File: src/rtl/audio_meter_pkg.sv
// Shared types and helpers for the audio level meter: FSM states, the
// encoder offset and the saturating sample magnitude.
package audio_meter_pkg;

    typedef enum logic [1:0] {
        IDLE   = 2'd0,
        MAP    = 2'd1,
        UPDATE = 2'd2
    } state_e;

    // Peak bits at or below this position are too quiet to light any LED.
    function automatic int calc_offset(input int sample_w, input int led_n);
        return sample_w - 1 - led_n;
    endfunction

    // |s| clamped to the largest positive value of a w-bit two's complement
    // word, so the most-negative sample reads as full scale.
    function automatic logic [31:0] sat_mag(input logic signed [31:0] s, input int w);
        logic [31:0] lim;
        logic [31:0] a;
        lim = (32'd1 << (w - 1)) - 32'd1;
        a   = s[31] ? 32'(-s) : 32'(s);
        return (a > lim) ? lim : a;
    endfunction

endpackage

File: src/rtl/audio_level_meter_level_encoder.sv
// Combinational log-scale mapping from a peak magnitude to a bar level:
// the position of the highest set bit, shifted down by the offset.
module level_encoder
    import audio_meter_pkg::*;
#(
    parameter int SAMPLE_W = 16,
    parameter int LED_N    = 8,
    localparam int LW      = $clog2(LED_N + 1)
) (
    input  logic [SAMPLE_W-2:0] peak_i,
    output logic [LW-1:0]       level_o
);

    localparam int OFFSET = calc_offset(SAMPLE_W, LED_N);

    // NOTE: every combinational output gets a default before any branch so
    // no path leaves it unassigned, which would infer a latch.
    always_comb begin
        int msb_p1;
        msb_p1 = 0;
        for (int i = 0; i < SAMPLE_W - 1; i++) begin
            if (peak_i[i]) msb_p1 = i + 1;
        end
        level_o = '0;
        if (msb_p1 > OFFSET) level_o = LW'(msb_p1 - OFFSET);
    end

endmodule

File: src/rtl/audio_level_meter.sv
// Windowed peak meter: tracks the peak magnitude of each sample window and
// drives a log-scaled LED bar with peak-hold and one-step-per-window decay.
module audio_level_meter
    import audio_meter_pkg::*;
#(
    parameter int SAMPLE_W     = 16,
    parameter int WINDOW_LOG2  = 11,
    parameter int LED_N        = 8,
    parameter int HOLD_WINDOWS = 4,
    localparam int LW          = $clog2(LED_N + 1)
) (
    input  logic                CLK50MHZ,
    input  logic                reset,
    input  logic                interrupt,
    input  logic [SAMPLE_W-1:0] sample_in,
    output logic [LED_N-1:0]    led_bar,
    output logic [LW-1:0]       level,
    output logic [SAMPLE_W-2:0] peak_out,
    output logic                window_done
);

    localparam int MW = SAMPLE_W - 1;
    localparam int HW = $clog2(HOLD_WINDOWS + 1);
    localparam logic [HW-1:0] HOLD_MAX = HW'(HOLD_WINDOWS);

    logic                   interrupt_q;
    logic [MW-1:0]          running_peak_q;
    logic [MW-1:0]          latched_peak_q;
    logic [WINDOW_LOG2-1:0] sample_cnt_q;
    logic                   pending_q, pending_d;
    state_e                 state_q, state_d;
    logic [LW-1:0]          new_level_q, new_level_d;
    logic [LW-1:0]          level_q, level_d;
    logic [HW-1:0]          hold_cnt_q, hold_cnt_d;
    logic [MW-1:0]          peak_out_q, peak_out_d;
    logic [LED_N-1:0]       led_bar_q, led_bar_d;

    logic          accept;
    logic          win_end;
    logic [MW-1:0] mag;
    logic [MW-1:0] peak_max;
    logic [LW-1:0] enc_level;
    logic [LW-1:0] dec_level;

    // One acceptance per strobe, however long interrupt stays high.
    assign accept   = interrupt && !interrupt_q;
    assign mag      = MW'(sat_mag(32'(signed'(sample_in)), SAMPLE_W));
    assign peak_max = (mag > running_peak_q) ? mag : running_peak_q;
    assign win_end  = accept && (sample_cnt_q == '1);

    level_encoder #(
        .SAMPLE_W (SAMPLE_W),
        .LED_N    (LED_N)
    ) u_level_encoder (
        .peak_i  (latched_peak_q),
        .level_o (enc_level)
    );

    // NOTE: registers update with non-blocking assignments so every flop
    // samples pre-edge values regardless of statement order.
    always_ff @(posedge CLK50MHZ) begin
        if (reset) begin
            interrupt_q    <= 1'b0;
            running_peak_q <= '0;
            latched_peak_q <= '0;
            sample_cnt_q   <= '0;
        end else begin
            interrupt_q <= interrupt;
            if (accept) begin
                if (win_end) begin
                    latched_peak_q <= peak_max;
                    running_peak_q <= '0;
                    sample_cnt_q   <= '0;
                end else begin
                    running_peak_q <= peak_max;
                    sample_cnt_q   <= sample_cnt_q + 1'b1;
                end
            end
        end
    end

    assign dec_level = level_q - 1'b1;

    always_comb begin
        state_d     = state_q;
        pending_d   = pending_q;
        new_level_d = new_level_q;
        level_d     = level_q;
        hold_cnt_d  = hold_cnt_q;
        peak_out_d  = peak_out_q;
        window_done = 1'b0;

        // A window end seen while busy is remembered and serviced from IDLE.
        if (state_q == IDLE) begin
            pending_d = 1'b0;
        end else if (win_end) begin
            pending_d = 1'b1;
        end

        case (state_q)
            IDLE: begin
                if (win_end || pending_q) state_d = MAP;
            end
            MAP: begin
                new_level_d = enc_level;
                state_d     = UPDATE;
            end
            UPDATE: begin
                window_done = 1'b1;
                peak_out_d  = latched_peak_q;
                if (new_level_q >= level_q) begin
                    level_d    = new_level_q;
                    hold_cnt_d = '0;
                end else if (hold_cnt_q < HOLD_MAX) begin
                    hold_cnt_d = hold_cnt_q + 1'b1;
                end else begin
                    level_d = (dec_level > new_level_q) ? dec_level : new_level_q;
                end
                state_d = IDLE;
            end
            default: state_d = IDLE;
        endcase

        for (int i = 0; i < LED_N; i++) begin
            led_bar_d[i] = (int'(level_d) > i);
        end
    end

    always_ff @(posedge CLK50MHZ) begin
        if (reset) begin
            state_q     <= IDLE;
            pending_q   <= 1'b0;
            new_level_q <= '0;
            level_q     <= '0;
            hold_cnt_q  <= '0;
            peak_out_q  <= '0;
            led_bar_q   <= '0;
        end else begin
            state_q     <= state_d;
            pending_q   <= pending_d;
            new_level_q <= new_level_d;
            level_q     <= level_d;
            hold_cnt_q  <= hold_cnt_d;
            peak_out_q  <= peak_out_d;
            led_bar_q   <= led_bar_d;
        end
    end

    assign level    = level_q;
    assign led_bar  = led_bar_q;
    assign peak_out = peak_out_q;

endmodule

File: config.mk
export PLATFORM = sky130hd
export DESIGN_NAME = audio_level_meter
export DESIGN_NICKNAME = d
export VERILOG_FILES = /design/src/rtl/audio_meter_pkg.sv /design/src/rtl/audio_level_meter_level_encoder.sv /design/src/rtl/audio_level_meter.sv
export SDC_FILE = /design/constraint.sdc
export NUM_CORES = 1
export LEC_CHECK = 0
export ABC_AREA = 1
export BUFFER_PORTS_ARGS = -buffer_cell sky130_fd_sc_hd__buf_2
export CAP_MARGIN = 20
export CORE_AREA = 2 2 89 91
export DETAILED_ROUTE_END_ITERATION = 7
export DIE_AREA = 0 0 91 93
export PLACE_DENSITY = 0.82
export SKIP_CTS_REPAIR_TIMING = 1
export SLEW_MARGIN = 25
export SYNTH_ARGS = -nofsm -noshare
export SYNTH_HDL_FRONTEND = slang
export SYNTH_SLANG_ARGS = --single-unit
File: constraint.sdc
create_clock -name CLK50MHZ -period 6.8 [get_ports CLK50MHZ]
set_input_delay 0.34 -clock CLK50MHZ [delete_from_list [all_inputs] [get_ports CLK50MHZ]]
set_output_delay 0.34 -clock CLK50MHZ [all_outputs]
set_load 0.01 [all_outputs]
==> impl_metrics.csv <==
group,metric,value,unit
routing,num_vias,3941,
logic_synthesis,ys_async_sr_fraction,0,%
clock_network,cts_buffers,9,
logic_synthesis,ys.flop_type,"dfxtp_1",
pwr,vdd_drop_max,91.4,uV
worst_setup_path,cp.arrival,3.28,ns
grt,grt_pass1_wl,15.9,mm
worst_setup_path,crit_path_start,"sample_in[0]",
logic_synthesis,syn_nets,645,
sta,fin_ws,3.73,ns
grt,top_usage_layer,"met2",
floorplan,die_h,93,um
clock_network,root_buffer,"clkbuf_8",
sta,tns,0,ns
worst_hold_path,worstHoldStart,"interrupt",
placed_design,numPortBuffers,46,
worst_setup_path,crit_path_end_kind,"flop",
pwr,finalPower,932,uW
floorplan,core,7530,sq um
worst_setup_path,r2r_slack,4.08,ns
worst_setup_path,crit_type,"in2reg",
logic_synthesis,yosysUniqueCellTypes,45,
sta,setup_viol,0,
run,drv_cap,0,
clock_network,clk-insertion-delay-late,0.35,ns
finish,synthToLayoutAreaGrowth,9.14,%
status,status,"finished, final reports clean",
floorplan,die_area,8460,sq um
placed_design,placed_cell_area,4610,sq um
grt,met1_usage,28.9,%
routing,wl_per_cell,12.4,um
clock_network,clkTransAtPathRegs,0.08,ns
floorplan,fp.dieW,91,um
floorplan,io_pins,47,
worst_hold_path,hold_path_class,"in2reg",
logic_synthesis,synth.avg_cell_area,7.32,sq um
clock_network,cts_tree,"done",
finish,antenna_cells,0,
sta,relSlewSlack,52.0,%
clock_network,htreeDepth,3,
logic_synthesis,ys.warnings.count,0,
routing,postRouteAntennaNets,0,
routing,detail_route.drc_violations,0,
logic_synthesis,synthCells,598,
grt,grt_pass1_vias,3675,
grt,grt.total_usage,22.6,%
pwr,p_leak,2.22,nW
placed_design,place_ws,3.39,ns
worst_setup_path,reg2reg_from,"level[0]",
sta,fin_skew,0.00959,ns
finish,drive_above_1_share,15.2,%
floorplan,rows,32,
sta,finalCriticalPeriod,3.07,ns
sta,hold_viol,0,
sta,rsz0062_at_grt,"no",
finish,design_area,4780,sq um
routing,postRouteWirelength,9.20,mm
logic_synthesis,synth_seq_cells,78,
routing,drt-initial-drc-count,158,
worst_setup_path,startpoint_type,"primary input",
logic_synthesis,synth-edff-count,0,
grt,grt_use_met2,39.1,%
sta,tightest_slew,0.719,ns
clock_network,clkSinkCount,78,
routing,via_per_inst,5.29,
logic_synthesis,syn_area,4380,sq um
finish,fin_nets,685,
grt,antenna_found_initial,0,
pwr,cellPowerDensity,195,nW/um^2
floorplan,initial_core_util,58.2,%
grt,grt-ovfl-total,0,
grt,globalRouteMet3Util,3.87,%
placed_design,gp_congestion,0.926,
logic_synthesis,synth.yosys.seq_area_share,35.7,%
routing,first_pass_iters,6,
sta,drv_slew,0,
grt,grt_max_degree,38,
sta,max_freq,326,MHz
placed_design,dp_hpwl,6.94,mm
clock_network,clockBufferDepth,2,
sta,period_share,45.2,%
worst_setup_path,crit_required,7.01,ns
worst_setup_path,crit_fanout,27,
## synthesized netlist by cell type, types with 3 or more instances
cell      count  area share (%)
nand2_1     122              10
inv_1        84             7.2
dfxtp_1      78              36
a21oi_1      54             6.2
o21ai_0      50             5.7
nand3_1      36             4.1
nor2_1       29             2.5
ha_1         28             8.0
o22ai_1      11             1.6
nor3_1        9             1.0
nand4_1       8             1.1
xor2_1        8             1.6
a21oi_2       7             1.4
nand3_2       7             1.6
clkbuf_1      6            0.51
o211ai_1      6             1.0
buf_4         4            0.69
nor4_1        4            0.57
a211oi_1      3            0.51
buf_6         3            0.77
inv_2         3            0.26
nand2_2       3            0.43
nor2_2        3            0.43
nor3b_1       3            0.51
## flip-flops by register name (all words and copies together), names as in the netlist
name	flops
sample_cnt_q	11
level	4
new_level_q	4
interrupt_q	1
state_q	2
peak_out	15
running_peak_q	15
hold_cnt_q	3
latched_peak_q	15
led_bar	7
pending_q	1
## kinds of logic after synthesis
family / after synthesis / share of synthesized area, %
AND/OR/NAND/NOR: 236 / 25.7
AO/OA/AOI/OAI: 140 / 18.1
buffers and inverters: 106 / 10.5
flip-flops: 78 / 35.7
adder cells (fa/ha/maj): 28 / 8.00
XOR/XNOR: 10 / 2.00
## where the power goes
part	switching, mW	total (mW)	internal (mW)
Sequential	0.00797	0.475	0.467
Clock	0.166	0.297	0.131
Combinational	0.105	0.159	0.0548
Total	0.279	0.932	0.653
## worst max-delay path, stage by stage
cell,delay (ns)
buf_2,0.10
inv_1,0.09
ha_1,0.20
nand4_1,0.13
nor2_1,0.26
nand4_1,0.16
nand3_1,0.09
and3_1,0.17
inv_1,0.05
ha_1,0.29
nand4_1,0.11
nor3_1,0.21
nand2_1,0.08
nand2_1,0.07
nand2_2,0.12
inv_2,0.36
nand3_1,0.20
o211ai_1,0.16
a21oi_1,0.09
## worst paths after layout
| kind | endpoint | cells past startpoint |
|---|---|---|
| worst max-delay path | running_peak_q[1] | 19 |
| worst min-delay path | interrupt_q | 3 |
| worst max register to register | led_bar[5] | 14 |
| worst min register to register | state_q[0] | 1 |
## stage by stage
stage	hold slack, ns	std cells	util (%)
final	0.201	745	63.5
after global routing	0.194	745	63.5
after CTS	0.186	745	63.5
after detailed placement	0.443	729	61.3
after global placement	0.432	729	61.3
after floorplan	0.418	598	-
## cell type report
class | instances | area, sq um
Sequential cell | 78 | 1560
Tap cell | 102 | 128
Clock inverter | 6 | 38.8
Fill cell | 700 | 2750
Multi-Input combinational cell | 414 | 2360
Inverter | 89 | 337
Clock buffer | 10 | 128
Timing Repair Buffer | 46 | 230
## placed cells by master, fill, tap and decap left out, types with 11 or more instances in the layout
cell and n:
nand3_1 36, o22ai_1 11, buf_2 46, ha_1 28, o21ai_0 50, a21oi_1 54
dfxtp_1 78, nor2_1 29, inv_1 84, nand2_1 122
## layer usage
metal  wire length (um)  part of all wire [%]
met5                  0                     0
met4                105                   1.1
met3                288                   3.1
met2               4390                    48
met1               4420                    48
Power figures use the tool's default switching activity.
